<file path="src/rtl/riscv_v_pkg.sv">
// Shared vector-unit types and widths.
// Holds the writeback FIFO entry layout.
package riscv_v_pkg;

    localparam int RISCV_V_DATA_WIDTH     = 128;
    localparam int RISCV_V_NUM_BYTES_DATA = RISCV_V_DATA_WIDTH / 8;
    localparam int RISCV_V_WB_DEPTH       = 4;

    typedef struct packed {
        logic [RISCV_V_DATA_WIDTH-1:0]     data;
        logic [RISCV_V_NUM_BYTES_DATA-1:0] be;
        logic [4:0]                        vd;
        logic                              last;
        logic [RISCV_V_NUM_BYTES_DATA-1:0] zf;
        logic [RISCV_V_NUM_BYTES_DATA-1:0] of;
        logic [RISCV_V_NUM_BYTES_DATA-1:0] cf;
    } riscv_v_wb_entry_t;

endpackage

</file>
<file path="src/rtl/riscv_v_sync_fifo.sv">
// Generic synchronous FIFO with push/pop/count.
// Head entry is presented combinationally on rdata.
module riscv_v_sync_fifo #(
    parameter int WIDTH = 8,
    parameter int DEPTH = 4,
    localparam int PTR_W = $clog2(DEPTH),
    localparam int CNT_W = PTR_W + 1
) (
    input  logic             clk,
    input  logic             rst,
    input  logic             push,
    input  logic             pop,
    input  logic [WIDTH-1:0] wdata,
    output logic [WIDTH-1:0] rdata,
    output logic [CNT_W-1:0] count
);

    logic [WIDTH-1:0] mem [DEPTH];
    logic [PTR_W-1:0] wptr;
    logic [PTR_W-1:0] rptr;

    assign rdata = mem[rptr];

    // Storage array; contents need no reset since count gates visibility.
    always_ff @(posedge clk) begin
        if (push) begin
            mem[wptr] <= wdata;
        end
    end

    // Pointers wrap naturally; count separates full from empty.
    always_ff @(posedge clk or posedge rst) begin
        if (rst) begin
            wptr  <= '0;
            rptr  <= '0;
            count <= '0;
        end else begin
            if (push) wptr <= wptr + 1'b1;
            if (pop)  rptr <= rptr + 1'b1;
            unique case ({push, pop})
                2'b10:   count <= count + 1'b1;
                2'b01:   count <= count - 1'b1;
                default: count <= count;
            endcase
        end
    end

endmodule

</file>
<file path="src/rtl/riscv_v_wb_buffer.sv">
// Vector ALU writeback buffer: queues result beats, drains
// them to the VRF, and folds per-instruction flag summaries.
module riscv_v_wb_buffer
    import riscv_v_pkg::*;
#(
    parameter int DATA_W    = RISCV_V_DATA_WIDTH,
    parameter int NUM_BYTES = DATA_W / 8,
    parameter int DEPTH     = RISCV_V_WB_DEPTH,
    parameter int VD_W      = 5
) (
    input  logic                 clk,
    input  logic                 rst,
    input  logic                 in_valid,
    input  logic [DATA_W-1:0]    in_data,
    input  logic [NUM_BYTES-1:0] in_zf,
    input  logic [NUM_BYTES-1:0] in_of,
    input  logic [NUM_BYTES-1:0] in_cf,
    input  logic [NUM_BYTES-1:0] in_be,
    input  logic [VD_W-1:0]      in_vd,
    input  logic                 in_last,
    output logic                 in_ready,
    output logic                 stall,
    output logic                 wr_valid,
    input  logic                 wr_ready,
    output logic [DATA_W-1:0]    wr_data,
    output logic [NUM_BYTES-1:0] wr_be,
    output logic [VD_W-1:0]      wr_vd,
    output logic                 done_valid,
    output logic                 done_zf,
    output logic                 done_of,
    output logic                 done_cf,
    output logic                 ovf_err,
    input  logic                 err_clr
);

    localparam int CNT_W = $clog2(DEPTH) + 1;

    typedef struct packed {
        logic [DATA_W-1:0]    data;
        logic [NUM_BYTES-1:0] be;
        logic [VD_W-1:0]      vd;
        logic                 last;
        logic [NUM_BYTES-1:0] zf;
        logic [NUM_BYTES-1:0] of;
        logic [NUM_BYTES-1:0] cf;
    } entry_t;

    entry_t           in_entry;
    entry_t           head;
    logic [CNT_W-1:0] count;
    logic             push;
    logic             pop;
    logic             acc_zf;
    logic             acc_of;
    logic             acc_cf;
    logic             nxt_zf;
    logic             nxt_of;
    logic             nxt_cf;

    // Flags are masked with be on entry so disabled lanes fold neutrally.
    always_comb begin
        in_entry      = '0;
        in_entry.data = in_data;
        in_entry.be   = in_be;
        in_entry.vd   = in_vd;
        in_entry.last = in_last;
        in_entry.zf   = in_zf & in_be;
        in_entry.of   = in_of & in_be;
        in_entry.cf   = in_cf & in_be;
    end

    assign in_ready = count < CNT_W'(DEPTH);
    assign stall    = count >= CNT_W'(DEPTH - 1);
    assign wr_valid = count != '0;
    assign push     = in_valid && in_ready;
    assign pop      = wr_valid && wr_ready;
    assign wr_data  = head.data;
    assign wr_be    = head.be;
    assign wr_vd    = head.vd;

    riscv_v_sync_fifo #(
        .WIDTH ($bits(entry_t)),
        .DEPTH (DEPTH)
    ) u_fifo (
        .clk   (clk),
        .rst   (rst),
        .push  (push),
        .pop   (pop),
        .wdata (in_entry),
        .rdata (head),
        .count (count)
    );

    // Fold the head entry's flags into the running summary.
    always_comb begin
        nxt_zf = acc_zf & (&(head.zf | ~head.be));
        nxt_of = acc_of | (|head.of);
        nxt_cf = acc_cf | (|head.cf);
    end

    // Accumulate per pop; publish and re-arm on the last beat.
    always_ff @(posedge clk or posedge rst) begin
        if (rst) begin
            acc_zf     <= 1'b1;
            acc_of     <= 1'b0;
            acc_cf     <= 1'b0;
            done_valid <= 1'b0;
            done_zf    <= 1'b1;
            done_of    <= 1'b0;
            done_cf    <= 1'b0;
        end else begin
            done_valid <= 1'b0;
            if (pop) begin
                if (head.last) begin
                    done_valid <= 1'b1;
                    done_zf    <= nxt_zf;
                    done_of    <= nxt_of;
                    done_cf    <= nxt_cf;
                    acc_zf     <= 1'b1;
                    acc_of     <= 1'b0;
                    acc_cf     <= 1'b0;
                end else begin
                    acc_zf <= nxt_zf;
                    acc_of <= nxt_of;
                    acc_cf <= nxt_cf;
                end
            end
        end
    end

    // Sticky drop flag; a new drop beats a same-cycle clear.
    always_ff @(posedge clk or posedge rst) begin
        if (rst) begin
            ovf_err <= 1'b0;
        end else if (in_valid && !in_ready) begin
            ovf_err <= 1'b1;
        end else if (err_clr) begin
            ovf_err <= 1'b0;
        end
    end

endmodule

</file>
<file path="config.mk">
export PLATFORM = sky130hd
export DESIGN_NAME = riscv_v_wb_buffer
export DESIGN_NICKNAME = d
export VERILOG_FILES = /design/src/rtl/riscv_v_pkg.sv /design/src/rtl/riscv_v_sync_fifo.sv /design/src/rtl/riscv_v_wb_buffer.sv
export SDC_FILE = /design/constraint.sdc
export NUM_CORES = 1
export LEC_CHECK = 0
export CELL_PAD_IN_SITES_DETAIL_PLACEMENT = 1
export CELL_PAD_IN_SITES_GLOBAL_PLACEMENT = 1
export CORE_MARGIN = 3
export CORE_UTILIZATION = 30
export DETAILED_ROUTE_END_ITERATION = 10
export PLACE_DENSITY_LB_ADDON = 0.1
export SYNTH_ARGS = -nofsm -noshare
export SYNTH_HDL_FRONTEND = slang
export SYNTH_SLANG_ARGS = --single-unit
export TNS_END_PERCENT = 30
</file>
<file path="constraint.sdc">
create_clock -name clk -period 6.6 [get_ports clk]
set_clock_uncertainty 0.1 [all_clocks]
set_input_delay 0.99 -clock clk [delete_from_list [all_inputs] [get_ports clk]]
set_output_delay 0.99 -clock clk [all_outputs]
set_load 0.01 [all_outputs]
</file>
==> results of run 1 <==
## cell families (layout without fill, tap and decap cells)
kind of cell    count (synthesis)  in the layout  share of synthesized area (%)
compound gates                 13             13                          0.303
xor+xnor                        6              6                          0.180
fa+ha+maj                       6              6                          0.282
buf+inv                        55            560                          0.928
flops                         807            807                           82.5
mux                           168            168                           12.9
other cells                     0              5                              0
simple gates                  135            135                           2.88
## final cells by class
| class | instances | area, um2 | share of cell area, % |
|---|---|---|---|
| repair buffers | 378 | 3900 | 10.4 |
| clock buffers | 113 | 2390 | 6.39 |
| well taps | 1265 | 1580 | 4.23 |
| flip-flops and latches | 807 | 24200 | 64.6 |
| clock inverters | 55 | 454 | 1.21 |
| inverters | 14 | 52.6 | 0.140 |
| multi-input cells | 328 | 4850 | 13.0 |
| diodes | 5 | 12.5 | 0.0334 |
## layer usage
metal  global-route usage [%]  part of all wire [%]  vias up
met4                     4.30                   2.5        4
met1                     17.8                    42     7186
met3                     3.78                   5.1      127
met5                        0                 0.038        -
li1                         -                     -     5920
met2                     23.9                    50      324
## power groups by stage
| stage | logic [mW] | clock network [mW] | registers [mW] |
|---|---|---|---|
| finish | 4.42 | 4.80 | 6.71 |
| global route | 4.75 | 5.19 | 6.78 |
| CTS | 4.60 | 4.99 | 6.73 |
| detailed placement | 4.58 | 0 | 6.83 |
| global placement | 4.59 | 0 | 6.80 |
| floorplan | 2.42 | 0 | 6.78 |
## cells in the final DEF (no fill, tap or decap), types with 4 or more instances in the layout
master           instances
nor2_1                   9
mux4_1                   6
clkinvlp_4               4
dfrtp_1                 11
clkbuf_16               92
ha_1                     5
buf_12                  13
buf_4                    6
diode_2                  5
clkdlybuf4s50_1        359
nor2b_1                 11
mux4_2                 159
clkinv_2                14
and2_1                  49
inv_1                   14
nand2_1                  5
bufinv_16                6
clkbuf_1                20
nand4_1                  9
nor4_1                  24
xnor2_1                  4
clkinv_1                24
nor3_1                   4
edfxtp_1               792
and2_4                   4
o21ai_0                  5
## worst min-delay path by stage
stage                                             end  cells after the start  slack (ps)                   startpoint
final                     u_fifo.count[0]$_DFFE_PP0P_                      1         400  u_fifo.count[0]$_DFFE_PP0P_
after global routing              done_zf$_DFFE_PP1P_                      2         420          done_zf$_DFFE_PP1P_
after CTS                         done_zf$_DFFE_PP1P_                      2         400          done_zf$_DFFE_PP1P_
after detailed placement          done_zf$_DFFE_PP1P_                      2         390          done_zf$_DFFE_PP1P_
after global placement            done_zf$_DFFE_PP1P_                      2         370          done_zf$_DFFE_PP1P_
after floorplan           u_fifo.count[0]$_DFFE_PP0P_                      1         350  u_fifo.count[0]$_DFFE_PP0P_
## flip-flops by register name, indices dropped and copies added, names as in the netlist
register,flops
u_fifo.mem,792
done_valid,1
u_fifo.wptr,2
u_fifo.rptr,2
done_of,1
acc_zf,1
acc_of,1
u_fifo.count,3
done_zf,1
ovf_err,1
done_cf,1
acc_cf,1
## critical path, stage by stage, from the launching register on
cell	delay, ps
dfrtp_4	950
buf_12	440
mux4_2	580
clkdlybuf4s50_1	560
==> metrics.csv, run 1 <==
metric;value;unit
initial antenna violation count;10;
TritonCTS clock tree;yes;
clock network power share;30.1;%
area leader, netlist;edfxtp_1;
switching power;4.42;mW
initial core utilization;30.5;%
Comb power frac;27.7;%
Min-Delay Path Class;reg -> reg;
RSZ-0062 raised after global routing;no;
Avg Synthesized Cell Area;24.6;um2
Slew Limit Fails;0;
die height;318;um
Yosys warning count;0;
worst slew pin tran;837;ps
Num Clock Sinks;807;
PD cells;426;nW/um2
reg2reg end;done_zf$_DFFE_PP1P_;
Sum Neg Setup Slack;0;ps
DP Worst Slack;2700;ps
CTS H-tree depth;3;
status;completed;
main flop type after synthesis;edfxtp_1;
CP Launch Type;register;
P_int;11.5;mW
input/output buffers;359;
Mapped Nets;1399;
final antenna-violating net count;0;
Setup crit end kind;output port;
Final Util;39.0;%
fin crit share;66.5;%
WL/cell;24.2;um
sequential power share;42.1;%
Syn-to-layout area delta;27.8;%
share of layout cells above drive strength 1;18.8;%
Post-synth top cells;edfxtp_1 (792), mux4_2 (159), and2_1 (53);
fmax;228;MHz
post-DP HPWL;44700;um
Die ar.;101000;um2
WP data required;5510;ps
Tmin final;4390;ps
reg2reg start;u_fifo.rptr[0]$_DFFE_PP0P_;
GRT Residual Overflow;0;
Max-slew headroom;44.2;%
hold_buf cts;0;
first drt pass iteration count;4;
post-route setup slack;2210;ps
reg-to-reg slack, setup;3170;ps
Critical Path AT;3300;ps
Synth area leaders;edfxtp_1 (81%), mux4_2 (12%), and2_1 (1.1%);
Leak;11.8;nW
initial drt markers;702;
Worst-Skew Late Latency;640;ps
register bit total from synthesis;807;
# nets final;1829;
clk root buf;clkbuf_16;
Final Non-Filler Cells;2965;
Site Rows;113;
hold slack final;400;ps
Setup CP Type;reg -> out;
Die Wd;318;um
number of fillers in the final layout;9062;
Detailed Route WL;71800;um
final instance area;37400;um2
Pwr Total;15.9;mW
Sw Share;27.7;%
Setup crit end;wr_data[23];
I/O pin count;360;
placed cell count;2792;
Post-synth EDFFs;792;
final setup fails;0;
critical path startpoint;u_fifo.rptr[0]$_DFFE_PP0P_;
routed vias;13600;
most common cell in the netlist;edfxtp_1;
vias per cell;4.57;
Syn Inst Count;1190;
drt drc;0;
max cap viols;0;
core area;95900;um2
number of CTS-inserted buffers;91;
Post-Syn Area;29300;um2
pin count of the biggest net entering global routing;93;
Worst Reg-to-Reg Cells;5;
Setup Buffers After CTS;0;
Final Hold Viols;0;
Post-synth ARST share;1.86;%
Yosys top cell area share;81.3;%
first-pass GRT wire length;106000;um
post_cts resized;0;
final RePlAce weighted congestion;0.684;
VDD IR max;0.205;mV
sequential area share after synthesis;82.5;%
Post-Place Cell Area;34500;um2
vias in the first global route;15000;
Crit Path Max Fanout;53;
clk buf depth;3;
Reg clk slew, reported paths;60;ps
post-synth cell types;41;
GRT Util Overall;14.1;%
No activity file was read; power rests on OpenSTA's default activity.
==> run 2, diff against run 1 <==
==> constraint.sdc (replaced) <==
create_clock -name clk -period 3.7 [get_ports clk]
set_clock_uncertainty 0.1 [all_clocks]
set_input_delay 0.555 -clock clk [delete_from_list [all_inputs] [get_ports clk]]
set_output_delay 0.555 -clock clk [all_outputs]
set_load 0.01 [all_outputs]
==> metrics.csv, run 2 (same netlist as run 1, synthesis figures left out) <==
metric;value;unit
Slew Limit Fails;0;
crit-path cells;buf_4, mux4_2, clkdlybuf4s50_1;
Worst-Skew Late Latency;650;ps
worst slew pin tran;779;ps
status;completed;
CTS H-tree depth;3;
initial antenna violation count;9;
CP Launch Type;register;
vias per cell;4.57;
Tmin final;3460;ps
first drt pass iteration count;5;
max cap viols;0;
WP data required;3040;ps
VDD IR max;0.321;mV
GRT Residual Overflow;0;
Crit Path Max Fanout;28;
# nets final;1870;
Die Wd;318;um
Slowest-stage cell, CP;dfrtp_4;
Final Non-Filler Cells;3002;
Detailed Route WL;72700;um
Max-slew headroom;47.6;%
fmax;289;MHz
reg2reg start;u_fifo.rptr[1]$_DFFE_PP0P_;
Min-Delay Path Class;in -> async;
routed vias;13700;
number of CTS-inserted buffers;91;
Die ar.;101000;um2
initial core utilization;30.5;%
number of fillers in the final layout;9100;
WP buf/inv;2;
number of cells on the critical path;3;
TritonCTS clock tree;yes;
input/output buffers;359;
slowest stage delay, CP;810;ps
WL/cell;24.2;um
clk root buf;clkbuf_16;
Reg clk slew, reported paths;60;ps
post-DP HPWL;47600;um
pin count of the biggest net entering global routing;70;
drt drc;0;
final RePlAce weighted congestion;0.703;
fin crit share;93.5;%
Num Clock Sinks;807;
Pwr Total;28.5;mW
reg-to-reg slack, setup;820;ps
Critical Path AT;2800;ps
clk buf depth;3;
Setup crit end kind;output port;
final antenna-violating net count;0;
final setup fails;0;
hold_buf cts;0;
Setup CP Type;reg -> out;
GRT Util Overall;14.3;%
I/O pin count;360;
placed cell count;2827;
share of layout cells above drive strength 1;20.5;%
Site Rows;113;
hold slack final;244;ps
Largest register FFs;792;
commonest non-fill, non-tap cell in the layout;edfxtp_1;
Leak;12.0;nW
core area;95900;um2
vias in the first global route;15300;
RSZ-0062 raised after global routing;no;
initial drt markers;902;
first-pass GRT wire length;107000;um
Sum Neg Setup Slack;0;ps
reg2reg end;done_zf$_DFFE_PP1P_;
Biggest register;u_fifo.mem;
Final Hold Viols;0;
Syn-to-layout area delta;29.0;%
die height;318;um
Worst Reg-to-Reg Cells;6;
top cell family by delay on the critical path;buffers and inverters;
commonest cells after routing, fill and taps aside;edfxtp_1 (792), clkdlybuf4s50_1 (359), mux4_2 (159);
Regs by FF count;u_fifo.mem (792), u_fifo.count (3);
PD cells;755;nW/um2
## run 2: changes by cell type in the layout (fill, tap and decap cells not counted), sizes merged
cell      change
buf          +41
clkinv        -8
inv           +1
diode         -1
clkinvlp      -2
clkbuf        +9
bufinv        -3
## run 2: worst max path at each step
stage,from,end,slack [ps]
global placement,u_fifo.rptr[0]$_DFFE_PP0P_,wr_data[85],630
detailed placement,u_fifo.rptr[0]$_DFFE_PP0P_,wr_data[85],630
floorplan,in_valid,u_fifo.mem[0][0]$_DFFE_PP_,-200
finish,u_fifo.rptr[1]$_DFFE_PP0P_,wr_data[11],240
CTS,u_fifo.rptr[1]$_DFFE_PP0P_,wr_data[11],110
global route,u_fifo.rptr[1]$_DFFE_PP0P_,wr_data[11],90
## run 2: per-layer routing
metal	global-route usage [%]	vias to the layer above	wire length (um)
li1	-	5995	-
met1	18.0	7288	30100
met2	24.5	327	37200
met3	3.83	111	3790
met4	3.93	6	1600
met5	0	-	35
## run 2: worst reg2reg max path, delay by kind of cell (launching register included)
family          cells  cell delay [ps]
simple gates        3              890
flops               1              810
buf+inv             1              350
mux                 1              340
compound gates      1              310
## run 2: power by group
part / total (mW) / internal [mW] / switching, mW
Combinational: 8.45 / 4.37 / 4.07
Sequential: 11.8 / 11.5 / 0.368
Clock: 8.25 / 4.76 / 3.48
## run 2: cell type report
| type | count | area, um2 | area share, % |
|---|---|---|---|
| inverters | 14 | 52.6 | 0.139 |
| repair buffers | 419 | 4370 | 11.6 |
| clock buffers | 122 | 2400 | 6.37 |
| diodes | 4 | 10.0 | 0.0265 |
| well taps | 1265 | 1580 | 4.19 |
| flip-flops and latches | 807 | 24200 | 64.0 |
| multi-input cells | 328 | 4850 | 12.8 |
| clock inverters | 43 | 314 | 0.832 |
## run 2: repair_timing
item                                    4_1_cts  5_1_grt
setup buffers                                 6        0
endpoints found under the hold margin         0        0
gates resized for setup                       0        0
endpoints found under the setup margin       16        0
## run 2: stage by stage
step	util (%)	cell area [um2]	worst slack, ps
after floorplan	-	29300	-203
after global placement	36.5	35000	634
after detailed placement	36.5	35000	629
after CTS	39.4	37700	106
after global routing	39.4	37700	94.9
final	39.4	37700	240
==> run 3, diff against run 2 <==
--- a/config.mk
+++ b/config.mk
@@ -10,6 +10,7 @@
 export CORE_MARGIN = 3
 export CORE_UTILIZATION = 30
 export DETAILED_ROUTE_END_ITERATION = 10
+export DONT_BUFFER_PORTS = 1
 export PLACE_DENSITY_LB_ADDON = 0.1
 export SYNTH_ARGS = -nofsm -noshare
 export SYNTH_HDL_FRONTEND = slang
==> metrics.csv, run 3 (same netlist as run 1, synthesis figures left out) <==
metric;value;unit
vias per cell;4.66;
initial drt markers;769;
Syn-to-layout area delta;22.1;%
Sum Neg Setup Slack;0;ps
fin crit share;93.5;%
commonest non-fill, non-tap cell in the layout;edfxtp_1;
Hold Path Cell Cnt;1;
Final Non-Filler Cells;2779;
final setup fails;0;
final antenna-violating net count;0;
area of the multi-input gates;4850;um2
number of CTS-inserted buffers;90;
final RePlAce weighted congestion;0.702;
first-pass GRT wire length;104000;um
Slowest-stage cell, CP;dfrtp_4;
post_cts resized;0;
post-DP HPWL;46000;um
Die ar.;101000;um2
I/O pin count;360;
Num Clock Sinks;807;
VDD IR max;0.375;mV
number of fillers in the final layout;9129;
Pwr Total;26.9;mW
# nets final;1647;
top cell family by delay on the critical path;buffers and inverters;
max cap viols;0;
Biggest register;u_fifo.mem;
slowest stage delay, CP;670;ps
fmax;289;MHz
Min-Delay Path Class;in -> reg;
Final Util;37.3;%
PD cells;753;nW/um2
DP Worst Slack;604;ps
placed cell count;2457;
vias in the first global route;14200;
Leak;11.3;nW
commonest cells after routing, fill and taps aside;edfxtp_1 (792), mux4_2 (159), dlygate4sd3_1 (153);
Critical Path AT;2810;ps
Reg clk slew, reported paths;60;ps
Hold Path Origin;in_be[13];
reg2reg end;done_zf$_DFFE_PP1P_;
Site Rows;113;
post-route setup slack;240;ps
initial antenna violation count;15;
GRT Residual Overflow;0;
Setup crit end kind;output port;
Tmin final;3460;ps
Crit Path Max Fanout;30;
GRT Util Overall;14.2;%
Worst Reg-to-Reg Cells;5;
Worst-Skew Late Latency;640;ps
reg-to-reg slack, setup;700;ps
Regs by FF count;u_fifo.mem (792), u_fifo.count (3);
CP Launch Type;register;
Largest register FFs;792;
reg2reg start;u_fifo.rptr[1]$_DFFE_PP0P_;
Final Hold Viols;0;
WP data required;3040;ps
CTS H-tree depth;3;
pin count of the biggest net entering global routing;100;
Die Wd;318;um
first drt pass iteration count;4;
Detailed Route WL;72100;um
crit-path cells;buf_12, buf_4, mux4_2;
TritonCTS clock tree;yes;
Slew Limit Fails;0;
clk root buf;clkbuf_16;
RSZ-0062 raised after global routing;no;
core area;95900;um2
initial core utilization;30.5;%
Max-slew headroom;37.5;%
Setup CP Type;reg -> out;
status;completed;
share of layout cells above drive strength 1;22.9;%
clk buf depth;3;
input/output buffers;0;
register cell area after layout;24200;um2
routed vias;12900;
drt drc;0;
die height;318;um
WP buf/inv;2;
WL/cell;25.9;um
worst slew pin tran;938;ps
Hold EP;u_fifo.mem[1][45]$_DFFE_PP_;
[run 3: where the power goes]
| part | switching, mW | internal (mW) | total, mW |
|---|---|---|---|
| Combinational | 3.71 | 2.50 | 6.21 |
| Sequential | 0.439 | 11.4 | 11.9 |
| Clock | 3.53 | 5.28 | 8.81 |
[run 3: how the worst max path moves through the flow]
stage	startpoint	end	depth (start not counted)
global route	u_fifo.rptr[0]$_DFFE_PP0P_	wr_data[60]	3
global placement	u_fifo.rptr[0]$_DFFE_PP0P_	wr_data[60]	3
detailed placement	u_fifo.rptr[0]$_DFFE_PP0P_	wr_data[60]	3
CTS	u_fifo.rptr[0]$_DFFE_PP0P_	wr_data[60]	3
floorplan	in_valid	u_fifo.mem[0][0]$_DFFE_PP_	3
finish	u_fifo.rptr[0]$_DFFE_PP0P_	wr_data[60]	3
[run 3: layer usage]
metal  share of wire (%)  global-route usage (%)  wire length [um]  vias up
met3                 6.0                    4.21              4310      111
met4                 2.3                    3.89              1660        8
li1                    -                       -                 -     5565
met5               0.068                       0                49        -
met2                  50                    23.9             36300      312
met1                  41                    17.8             29700     6953
[run 3: area by class of cell]
type	instances	area share, %
inverters	14	0.147
multi-input cells	328	13.6
flip-flops and latches	807	67.6
well taps	1265	4.43
repair buffers	197	5.98
clock buffers	109	6.68
clock inverters	51	1.48
diodes	8	0.0560
[run 3: timing repair]
| action | CTS | global route |
|---|---|---|
| hold buffers | 153 | 0 |
| endpoints found under the setup margin | 28 | 0 |
| buffers inserted | 1 | 0 |
| endpoints found under the hold margin | 614 | 0 |
[run 3: metrics by stage]
| step | hold slack [ps] | cell area, um2 |
|---|---|---|
| 5_1_grt | 48.3 | 35700 |
| 3_5_place_dp | 396 | 31200 |
| 2_1_floorplan | 353 | 29300 |
| 3_3_place_gp | 380 | 31200 |
| 4_1_cts | 28.2 | 35700 |
| 6_report | 102 | 35700 |
